`config.mk`:
```
export PLATFORM = sky130hd
export DESIGN_NAME = bdu_stream_feeder_flat
export DESIGN_NICKNAME = d
export VERILOG_FILES = /design/src/rtl/bdu_pkg.sv /design/src/rtl/bdu_stream_feeder_if.sv /design/src/rtl/bit_sequencer.sv /design/src/rtl/bdu_stream_feeder.sv /design/src/flat_wrapper.sv
export SDC_FILE = /design/constraint.sdc
export NUM_CORES = 1
export LEC_CHECK = 0
export ABC_AREA = 1
export BUFFER_PORTS_ARGS = -buffer_cell sky130_fd_sc_hd__buf_2
export CORE_UTILIZATION = 35
export CTS_BUF_LIST = sky130_fd_sc_hd__clkbuf_4
export DETAILED_ROUTE_END_ITERATION = 10
export GPL_TIMING_DRIVEN = 0
export PLACE_DENSITY = 0.56
export SKIP_CTS_REPAIR_TIMING = 1
export SLEW_MARGIN = 0
export SYNTH_ARGS = -nofsm -noshare
export SYNTH_HDL_FRONTEND = slang
export SYNTH_SLANG_ARGS = --single-unit
```
`constraint.sdc`:
```
create_clock -name clk -period 2.1 [get_ports clk]
set_clock_uncertainty 0.15 [all_clocks]
set_input_delay 0.105 -clock clk [delete_from_list [all_inputs] [get_ports clk]]
set_output_delay 0.105 -clock clk [all_outputs]
set_load 0.02 [all_outputs]
```
`src/rtl/bdu_pkg.sv`:
```
// bdu_pkg: constants, dimension codes and feeder states shared by the feeder and the BDU consumer.
package bdu_pkg;
  localparam int B = 32;
  localparam int ID_W = 16;
  localparam int BW = $clog2(B + 1);
  typedef enum logic [1:0] {
    DIM_NONE = 2'b00,
    DIM_X    = 2'b01,
    DIM_Y    = 2'b10,
    DIM_Z    = 2'b11
  } dim_e;
  typedef enum logic [1:0] {
    ST_IDLE,
    ST_STREAM,
    ST_WAIT_DONE
  } feed_state_e;
endpackage

```
`src/rtl/bdu_stream_feeder_if.sv`:
```
// bdu_stream_feeder_if: query/reference loading, bit-serial stream, BDU feedback and retire signals.
interface bdu_stream_feeder_if;
  import bdu_pkg::*;
  logic            q_load;
  logic            q_ready;
  logic [B-1:0]    q_x;
  logic [B-1:0]    q_y;
  logic [B-1:0]    q_z;
  logic            ref_valid;
  logic            ref_ready;
  logic [B-1:0]    ref_x;
  logic [B-1:0]    ref_y;
  logic [B-1:0]    ref_z;
  logic [ID_W-1:0] ref_id;
  logic            valid;
  logic            q_bit;
  logic            r_bit;
  logic [1:0]      code;
  logic [BW-1:0]   b;
  logic            terminate;
  logic            done;
  logic            retire_valid;
  logic            retire_selected;
  logic [ID_W-1:0] retire_id;
  logic            err;
  modport master (
    output q_load, q_x, q_y, q_z, ref_valid, ref_x, ref_y, ref_z, ref_id, terminate, done,
    input  q_ready, ref_ready, valid, q_bit, r_bit, code, b,
           retire_valid, retire_selected, retire_id, err
  );
  modport slave (
    input  q_load, q_x, q_y, q_z, ref_valid, ref_x, ref_y, ref_z, ref_id, terminate, done,
    output q_ready, ref_ready, valid, q_bit, r_bit, code, b,
           retire_valid, retire_selected, retire_id, err
  );
endinterface

```
`src/rtl/bit_sequencer.sv`:
```
// bit_sequencer: walks x,y,z per bit position for bit indices 1..B; rests at code 00 / b 0 when idle.
module bit_sequencer
  import bdu_pkg::*;
(
  input  logic          clk,
  input  logic          rst_n,
  input  logic          i_clear,
  input  logic          i_start,
  input  logic          i_advance,
  output dim_e          o_code,
  output logic [BW-1:0] o_b,
  output logic          o_last_beat,
  output logic          o_shift_en
);
  dim_e          r_code;
  logic [BW-1:0] r_b;
  assign o_code      = r_code;
  assign o_b         = r_b;
  assign o_last_beat = r_code == DIM_Z && r_b == BW'(B);
  assign o_shift_en  = i_advance && r_code == DIM_Z;
  always_ff @(posedge clk or negedge rst_n)
    if (!rst_n) begin
      r_code <= DIM_NONE;
      r_b    <= '0;
    end else if (i_clear || (i_advance && o_last_beat)) begin
      r_code <= DIM_NONE;
      r_b    <= '0;
    end else if (i_start) begin
      r_code <= DIM_X;
      r_b    <= BW'(1);
    end else if (i_advance) begin
      r_code <= r_code == DIM_X ? DIM_Y : r_code == DIM_Y ? DIM_Z : DIM_X;
      r_b    <= r_code == DIM_Z ? r_b + BW'(1) : r_b;
    end
endmodule

```
`src/rtl/bdu_stream_feeder.sv`:
```
// bdu_stream_feeder: streams query/reference coordinates MSB-first, dimension-interleaved, to a BDU
// and retires each reference from the BDU's terminate/done feedback.
module bdu_stream_feeder
  import bdu_pkg::*;
(
  input logic               clk,
  input logic               rst_n,
  bdu_stream_feeder_if.slave bus
);
  feed_state_e     r_state;
  feed_state_e     w_next;
  logic [B-1:0]    r_qx, r_qy, r_qz;
  logic [B-1:0]    r_sqx, r_sqy, r_sqz;
  logic [B-1:0]    r_srx, r_sry, r_srz;
  logic [ID_W-1:0] r_id;
  logic            r_err;
  logic            w_idle, w_stream, w_accept, w_abort, w_advance;
  logic            w_last, w_shift, w_retire, w_sel, w_err_set;
  dim_e            w_code;
  logic [BW-1:0]   w_b;
  assign w_idle    = r_state == ST_IDLE;
  assign w_stream  = r_state == ST_STREAM;
  assign w_accept  = w_idle && !bus.q_load && bus.ref_valid;
  assign w_abort   = w_stream && bus.terminate;
  assign w_advance = w_stream && !bus.terminate;
  bit_sequencer u_seq (
    .clk        (clk),
    .rst_n      (rst_n),
    .i_clear    (w_abort),
    .i_start    (w_accept),
    .i_advance  (w_advance),
    .o_code     (w_code),
    .o_b        (w_b),
    .o_last_beat(w_last),
    .o_shift_en (w_shift)
  );
  always_ff @(posedge clk or negedge rst_n)
    if (!rst_n) r_state <= ST_IDLE;
    else r_state <= w_next;
  // terminate outranks done in every state that listens for feedback
  always_comb begin
    w_next    = r_state;
    w_retire  = 1'b0;
    w_sel     = 1'b0;
    w_err_set = 1'b0;
    case (r_state)
      ST_IDLE: w_next = w_accept ? ST_STREAM : ST_IDLE;
      ST_STREAM: begin
        w_retire  = bus.terminate;
        w_err_set = !bus.terminate && bus.done;
        w_next    = bus.terminate ? ST_IDLE : w_last ? ST_WAIT_DONE : ST_STREAM;
      end
      ST_WAIT_DONE: begin
        w_retire  = 1'b1;
        w_sel     = bus.done && !bus.terminate;
        w_err_set = !bus.done && !bus.terminate;
        w_next    = ST_IDLE;
      end
      default: w_next = ST_IDLE;
    endcase
  end
  always_ff @(posedge clk or negedge rst_n)
    if (!rst_n) begin
      {r_qx, r_qy, r_qz}    <= '0;
      {r_sqx, r_sqy, r_sqz} <= '0;
      {r_srx, r_sry, r_srz} <= '0;
      r_id                  <= '0;
      r_err                 <= 1'b0;
    end else begin
      if (w_idle && bus.q_load) {r_qx, r_qy, r_qz} <= {bus.q_x, bus.q_y, bus.q_z};
      if (w_accept) begin
        {r_sqx, r_sqy, r_sqz} <= {r_qx, r_qy, r_qz};
        {r_srx, r_sry, r_srz} <= {bus.ref_x, bus.ref_y, bus.ref_z};
        r_id                  <= bus.ref_id;
      end else if (w_shift) begin
        r_sqx <= r_sqx << 1;
        r_sqy <= r_sqy << 1;
        r_sqz <= r_sqz << 1;
        r_srx <= r_srx << 1;
        r_sry <= r_sry << 1;
        r_srz <= r_srz << 1;
      end
      r_err <= r_err | w_err_set;
    end
  assign bus.q_ready         = w_idle;
  assign bus.ref_ready       = w_idle && !bus.q_load;
  assign bus.valid           = w_stream;
  assign bus.code            = w_code;
  assign bus.b               = w_b;
  assign bus.q_bit           = w_stream && (w_code == DIM_X ? r_sqx[B-1] : w_code == DIM_Y ? r_sqy[B-1] : r_sqz[B-1]);
  assign bus.r_bit           = w_stream && (w_code == DIM_X ? r_srx[B-1] : w_code == DIM_Y ? r_sry[B-1] : r_srz[B-1]);
  assign bus.retire_valid    = w_retire;
  assign bus.retire_selected = w_sel;
  assign bus.retire_id       = r_id;
  assign bus.err             = r_err;
endmodule

```
`src/flat_wrapper.sv`:
```
// flat-port wrapper written by rule: the top's interface ports become plain ports
module bdu_stream_feeder_flat import bdu_pkg::*;
  (clk, rst_n, bus_q_load, bus_q_x, bus_q_y, bus_q_z, bus_ref_valid, bus_ref_x, bus_ref_y, bus_ref_z, bus_ref_id, bus_terminate, bus_done, bus_q_ready, bus_ref_ready, bus_valid, bus_q_bit, bus_r_bit, bus_code, bus_b, bus_retire_valid, bus_retire_selected, bus_retire_id, bus_err);
  bdu_stream_feeder_if bus_i ();
  input logic clk;
  input logic rst_n;
  input wire logic [$bits(bus_i.q_load)-1:0] bus_q_load;
  input wire logic [$bits(bus_i.q_x)-1:0] bus_q_x;
  input wire logic [$bits(bus_i.q_y)-1:0] bus_q_y;
  input wire logic [$bits(bus_i.q_z)-1:0] bus_q_z;
  input wire logic [$bits(bus_i.ref_valid)-1:0] bus_ref_valid;
  input wire logic [$bits(bus_i.ref_x)-1:0] bus_ref_x;
  input wire logic [$bits(bus_i.ref_y)-1:0] bus_ref_y;
  input wire logic [$bits(bus_i.ref_z)-1:0] bus_ref_z;
  input wire logic [$bits(bus_i.ref_id)-1:0] bus_ref_id;
  input wire logic [$bits(bus_i.terminate)-1:0] bus_terminate;
  input wire logic [$bits(bus_i.done)-1:0] bus_done;
  output wire logic [$bits(bus_i.q_ready)-1:0] bus_q_ready;
  output wire logic [$bits(bus_i.ref_ready)-1:0] bus_ref_ready;
  output wire logic [$bits(bus_i.valid)-1:0] bus_valid;
  output wire logic [$bits(bus_i.q_bit)-1:0] bus_q_bit;
  output wire logic [$bits(bus_i.r_bit)-1:0] bus_r_bit;
  output wire logic [$bits(bus_i.code)-1:0] bus_code;
  output wire logic [$bits(bus_i.b)-1:0] bus_b;
  output wire logic [$bits(bus_i.retire_valid)-1:0] bus_retire_valid;
  output wire logic [$bits(bus_i.retire_selected)-1:0] bus_retire_selected;
  output wire logic [$bits(bus_i.retire_id)-1:0] bus_retire_id;
  output wire logic [$bits(bus_i.err)-1:0] bus_err;
  assign bus_i.q_load = bus_q_load;
  assign bus_i.q_x = bus_q_x;
  assign bus_i.q_y = bus_q_y;
  assign bus_i.q_z = bus_q_z;
  assign bus_i.ref_valid = bus_ref_valid;
  assign bus_i.ref_x = bus_ref_x;
  assign bus_i.ref_y = bus_ref_y;
  assign bus_i.ref_z = bus_ref_z;
  assign bus_i.ref_id = bus_ref_id;
  assign bus_i.terminate = bus_terminate;
  assign bus_i.done = bus_done;
  assign bus_q_ready = bus_i.q_ready;
  assign bus_ref_ready = bus_i.ref_ready;
  assign bus_valid = bus_i.valid;
  assign bus_q_bit = bus_i.q_bit;
  assign bus_r_bit = bus_i.r_bit;
  assign bus_code = bus_i.code;
  assign bus_b = bus_i.b;
  assign bus_retire_valid = bus_i.retire_valid;
  assign bus_retire_selected = bus_i.retire_selected;
  assign bus_retire_id = bus_i.retire_id;
  assign bus_err = bus_i.err;
  bdu_stream_feeder u_core (.clk(clk), .rst_n(rst_n), .bus(bus_i));
endmodule
```
# == Yosys cells after proc, flatten, opt, wreduce, memory -nomap -nowiden ==
# Index checks and enable logic that the tools add are counted.
# word_totals
register_bits,315
input_bits,214
out_inout_bits,32
wordCells,75
# op_classes
add_sub_neg,1
eq_ne,6
muxes,32
bitwise_logic,1
n_reduce_logical,21
# ops
cell,count
32-bit two-way mux,12
6-bit two-way mux,4
2-bit two-way mux,7
1-bit logical AND,12
6-bit by 1-bit adder with 6-bit output (second input constant),1
2-bit == test (second input constant),3
6-bit == test (second input constant),1
1-bit two-way mux,6
3-bit nonzero test,2
2-bit by 1-bit == test with 1-bit output (second input constant),2
1-bit one-hot mux with 2 select lines,2
2-bit one-hot mux with 2 select lines,1
1-bit logical NOT,3
2-bit logical NOT,1
2-bit AND reduction,1
2-bit nonzero test,1
1-bit logical OR,1
1-bit OR,1

# == Depth between registers and ports, before layout ==
# logic_depth
depth_word,6
ltp_mapped,9

# == Modules after synthesis ==
# A second synthesis with hierarchy kept.
# hier_totals
cells_unflattened,1676
area_unflattened_um2,14134.8
# by_module_without_submodules
mod,n_inst,cells_each,area_per_inst_um2,seq_area_each_um2
bdu_stream_feeder,1,1602,13591.8,7682.4
bit_sequencer,1,74,543.0,200.2

# == Least setup slack after synthesis ==
# No wires, ideal clock.
# synth_timing
path_kind,register to register
startpoint,register u_core.r_state[0]
endpoint,register u_core.r_qz[15]
setup_time_ns,0.125
arrival_ns,1.633
setup_slack_ns,0.192
path_stages_with_launch,7
path_buffers,2
synth_period_minus_slack_ns,1.908
path_cell_list,dfrtp_1 inv_1 ha_1 nand2_1 buf_2 buf_2 mux2_2
# synth_between
elab_chain_cells,2
# synth_rtl
element,line_no,text
start: declaration,bdu_stream_feeder.sv:10,feed_state_e r_state;
start signal: assignment,bdu_stream_feeder.sv:39,else r_state <= w_next;
2-bit logical NOT,bdu_stream_feeder.sv:21,assign w_idle = r_state == ST_IDLE;
net bus_q_ready,flat_wrapper.sv:18,output wire logic [$bits(bus_i.q_ready)-1:0] bus_q_ready;
1-bit logical AND,bdu_stream_feeder.sv:70,"if (w_idle && bus.q_load) {r_qx, r_qy, r_qz} <= {bus.q_x, bus.q_y, bus.q_z};"
end signal: assignment,bdu_stream_feeder.sv:70,
end: declaration,bdu_stream_feeder.sv:12,"logic [B-1:0] r_qx, r_qy, r_qz;"
# The timed path passes the listed nets, and every way through them passes these cells.
# A chain may end at the register's enable or synchronous reset.

# == Worst setup path after layout ==
# layout_timing
startpoint,"register u_core.u_seq.r_code[0], in the netlist u_core.u_seq.o_code[0]"
endpoint,register u_core.r_srx[18]
# layout_between
elab_chain_cells,3
# layout_rtl
element,line_no,text
start: declaration,bit_sequencer.sv:15,dim_e r_code;
start signal: assignment,bit_sequencer.sv:32,r_code <= r_code == DIM_X ? DIM_Y : r_code == DIM_Y ? DIM_Z : DIM_X;
2-bit == test,bit_sequencer.sv:20,assign o_shift_en = i_advance && r_code == DIM_Z;
1-bit logical AND,bit_sequencer.sv:20,
2-bit nonzero test (no source line),--,
end signal: assignment,bdu_stream_feeder.sv:73,"{r_srx, r_sry, r_srz} <= {bus.ref_x, bus.ref_y, bus.ref_z};"
end signal: assignment,bdu_stream_feeder.sv:79,r_srx <= r_srx << 1;
end: declaration,bdu_stream_feeder.sv:14,"logic [B-1:0] r_srx, r_sry, r_srz;"
# Every way passes these cells.

==> impl_metrics.yaml <==
pwr:
  internal_power_mw: 12.8
  p_sw_share_pct: 30.1
  switchingPower_mw: 5.50
  ir_drop_mv: 0.416
  power.density_mw_per_mm2: 909
  seqPwrFrac_pct: 46.1
  power_frac_comb_pct: 23.3
  p_leak_nw: 9.30
  p_total_mw: 18.3
  clkPwrFrac_pct: 30.6
timing:
  final.setup.worst_slack_ps: -28.7
  drv_slew: 0
  fmaxAchievable_ghz: 0.470
  tns_ps: -51.9
  hold_violations: 0
  timing.slew.headroom_pct: 38.3
  final.hold.worst_slack_ps: 25.4
  worstMarginPinSlew_ps: 926
  fin_crit_sh_pct: 101
  min_period_ps: 2130
  rsz0062_at_grt: "yes"
  setup_viol: 3
synthesis:
  synth_top_flop_cell: "dfrtp_1"
  syn_nets: 1445
  async_flop_share_pct: 100
  syn_inst: 1223
  syn-cell-area_mm2: 0.0131
  yosys.area.top_type: "dfrtp_1"
  synth_edf_count: 0
  synth.distinct_cells: 26
  synth_common_cells: "dfrtp_1 (315), nor2_1 (202), o22ai_1 (139)"
  yosys_register_bits: 315
  synth_area_per_cell_um2: 10.7
  yosys.area.top_type_share_pct: 60.1
  yosysSeqAreaShare_pct: 60.1
  synth_most_common_cell: "dfrtp_1"
  ys_warn_count: 0
  yosys-top-cells-area: "dfrtp_1 (60%), mux2_2 (8.1%), o22ai_1 (6.6%)"
critical_path:
  crit_family: "buffers and inverters"
  critPathRequiredTime_ps: 2600
  cp_slowest_stage_delay_ps: 410
  crit_fanout: 10
  arrival_ps: 2620
  cp-start-kind: "register"
  r2r_start: "u_core.u_seq.o_code[0]"
  critPathBufInv: 3
  crit_path_start: "u_core.u_seq.o_code[0]"
  endpoint_kind: "register"
  slowest_stage: "dfrtp_1"
  path_cells: "buf_6 > ha_1 > nand3_2 > nand2_1 > buf_4 > clkbuf_4 > o22ai_1 > a21oi_1"
  path_class: "reg2reg"
floorplan:
  die_w_um: 196
  core-area_mm2: 0.0368
  die_area_mm2: 0.0383
  start_util_pct: 35.7
  num_rows: 70
  die_h_um: 196
  design.portCount: 246
placement:
  place_inst: 1938
  post-place-ws_ps: -577
  portBuffers: 245
  dp_hpwl_um: 25500
  place_area_mm2: 0.0150
  gp_congestion: 0.816
clock_network:
  cts_tree: "done"
  cts_root_buf: "clkbuf_4"
  clock_latency_ps: 740
  clock-sinks: 315
  numCtsBuffers: 88
  cts-htree-levels: 3
  clk_pin_slew_worst_paths_ps: 60
  cts_buffer_depth: 3
layout:
  postLayoutCoreUtil_pct: 54.7
  syn2layout_area_growth_pct: 53.2
  n_fill_cell: 3253
  instances_no_fill: 2464
  final_area_mm2: 0.0201
  drive_gt1_share_pct: 30.5
  fin_nets: 2159
route:
  dr.first_iter.drc_count: 574
  drc: 0
  routed_via_density: 4.80
  ant_nets: 0
  drt_pre_antenna_iters: 5
  wl_per_cell_um: 16.8
  dr_total_vias: 11800
  wirelength_um: 41500
status:
  status: "complete, but fails checks"
  violations: "setup timing"
worst_hold_path:
  hold_path.class: "in2reg"
  worstHoldStart: "bus_q_x[1]"
global_routing:
  grt_pass1_wl_um: 58400
  grt_util_all_layers_pct: 19.8
  grt_max_degree: 120
  grt_pass1_vias: 10700
  gr-total-overflow: 0
  antenna_found_initial: 4
job:
  maxCapViolCount: 0
## path summary, 6_finish.rpt
kind | to | depth (start not counted) | slack [ps]
worst min-delay path | u_core.r_qx[1] | 3 | 30
worst max-delay path | u_core.r_srx[18] | 8 | -30
max in group asynchronous | u_core.r_qz[6] | 4 | 290
worst min register to register | u_core.bus.retire_id[0] | 2 | 330
worst max register to register | u_core.r_srx[18] | 8 | -30
min in group asynchronous | u_core.r_srz[12] | 3 | 390
## worst register-to-register path: stages (launching register included)
cell,delay (ps)
dfrtp_1,410
buf_6,130
ha_1,200
nand3_2,210
nand2_1,150
buf_4,240
clkbuf_4,280
o22ai_1,110
a21oi_1,160
## metal layers
layer  up-vias  global-route usage [%]  share of wire (%)
met3        79                    5.01                4.7
met5         -                       0                  0
met2       331                    31.0                 48
met1      5750                    26.6                 45
li1       5661                       -                  -
met4         0                    7.12                2.3
## logic make-up after synthesis
kind of cell	Yosys count	synth area share, %
xor+xnor	1	0.0668
simple gates	351	10.3
fa+ha+maj	8	0.763
compound gates	262	14.4
flops	315	60.1
mux	94	8.07
buf+inv	192	6.30
## flip-flops by register name, summed over array words and instances, names as in the netlist
signal,count
u_core.r_qx,32
u_core.u_seq.o_b,6
u_core.r_sqz,32
u_core.r_qy,32
u_core.bus.retire_id,16
u_core.bus.err,1
u_core.r_sqx,32
u_core.u_seq.o_code,2
u_core.r_sqy,32
u_core.r_srx,32
u_core.r_srz,32
u_core.r_sry,32
u_core.r_qz,32
u_core.r_state,2
## placed cells by master, fill, tap and decap left out, types with 2 or more instances in the layout
cell type and count:
dlygate4sd3_1 372, dfrtp_1 314, buf_2 260, nor2_1 202, o22ai_1 139, clkbuf_4 134, nand2_1 129, inv_1 110
mux2_2 94, a21oi_1 45, o221ai_2 38, o21ai_0 25, buf_4 22, buf_6 16, clkinv_1 16, clkbuf_2 12
nand3_1 8, nand4_1 7, inv_2 5, o21ai_1 5, diode_2 4, ha_1 4, ha_4 3, bufinv_16 3
inv_4 2, nand2_4 2, a21oi_2 2, buf_1 2, clkbuf_1 2, o211ai_2 2, o211ai_1 2, buf_16 2
## power groups by stage
stage / registers, mW / logic, mW / clock network [mW]
global route: 8.60 / 4.75 / 6.12
detailed placement: 8.51 / 3.51 / 0
global placement: 8.48 / 3.40 / 0
CTS: 8.41 / 3.52 / 5.78
floorplan: 8.40 / 2.36 / 0
finish: 8.43 / 4.25 / 5.60
## cell type report
cell class | instances | area (µm²) | share of cell area (%)
repair buffers | 624 | 5070 | 25.2
multi-input cells | 716 | 4500 | 22.4
well taps | 468 | 586 | 2.91
plain buffers | 77 | 534 | 2.66
diodes | 4 | 10.0 | 0.0498
inverters | 115 | 437 | 2.17
clock inverters | 23 | 170 | 0.846
clock buffers | 122 | 916 | 4.55
flip-flops and latches | 315 | 7880 | 39.2
(Power assumes the default switching activity.)
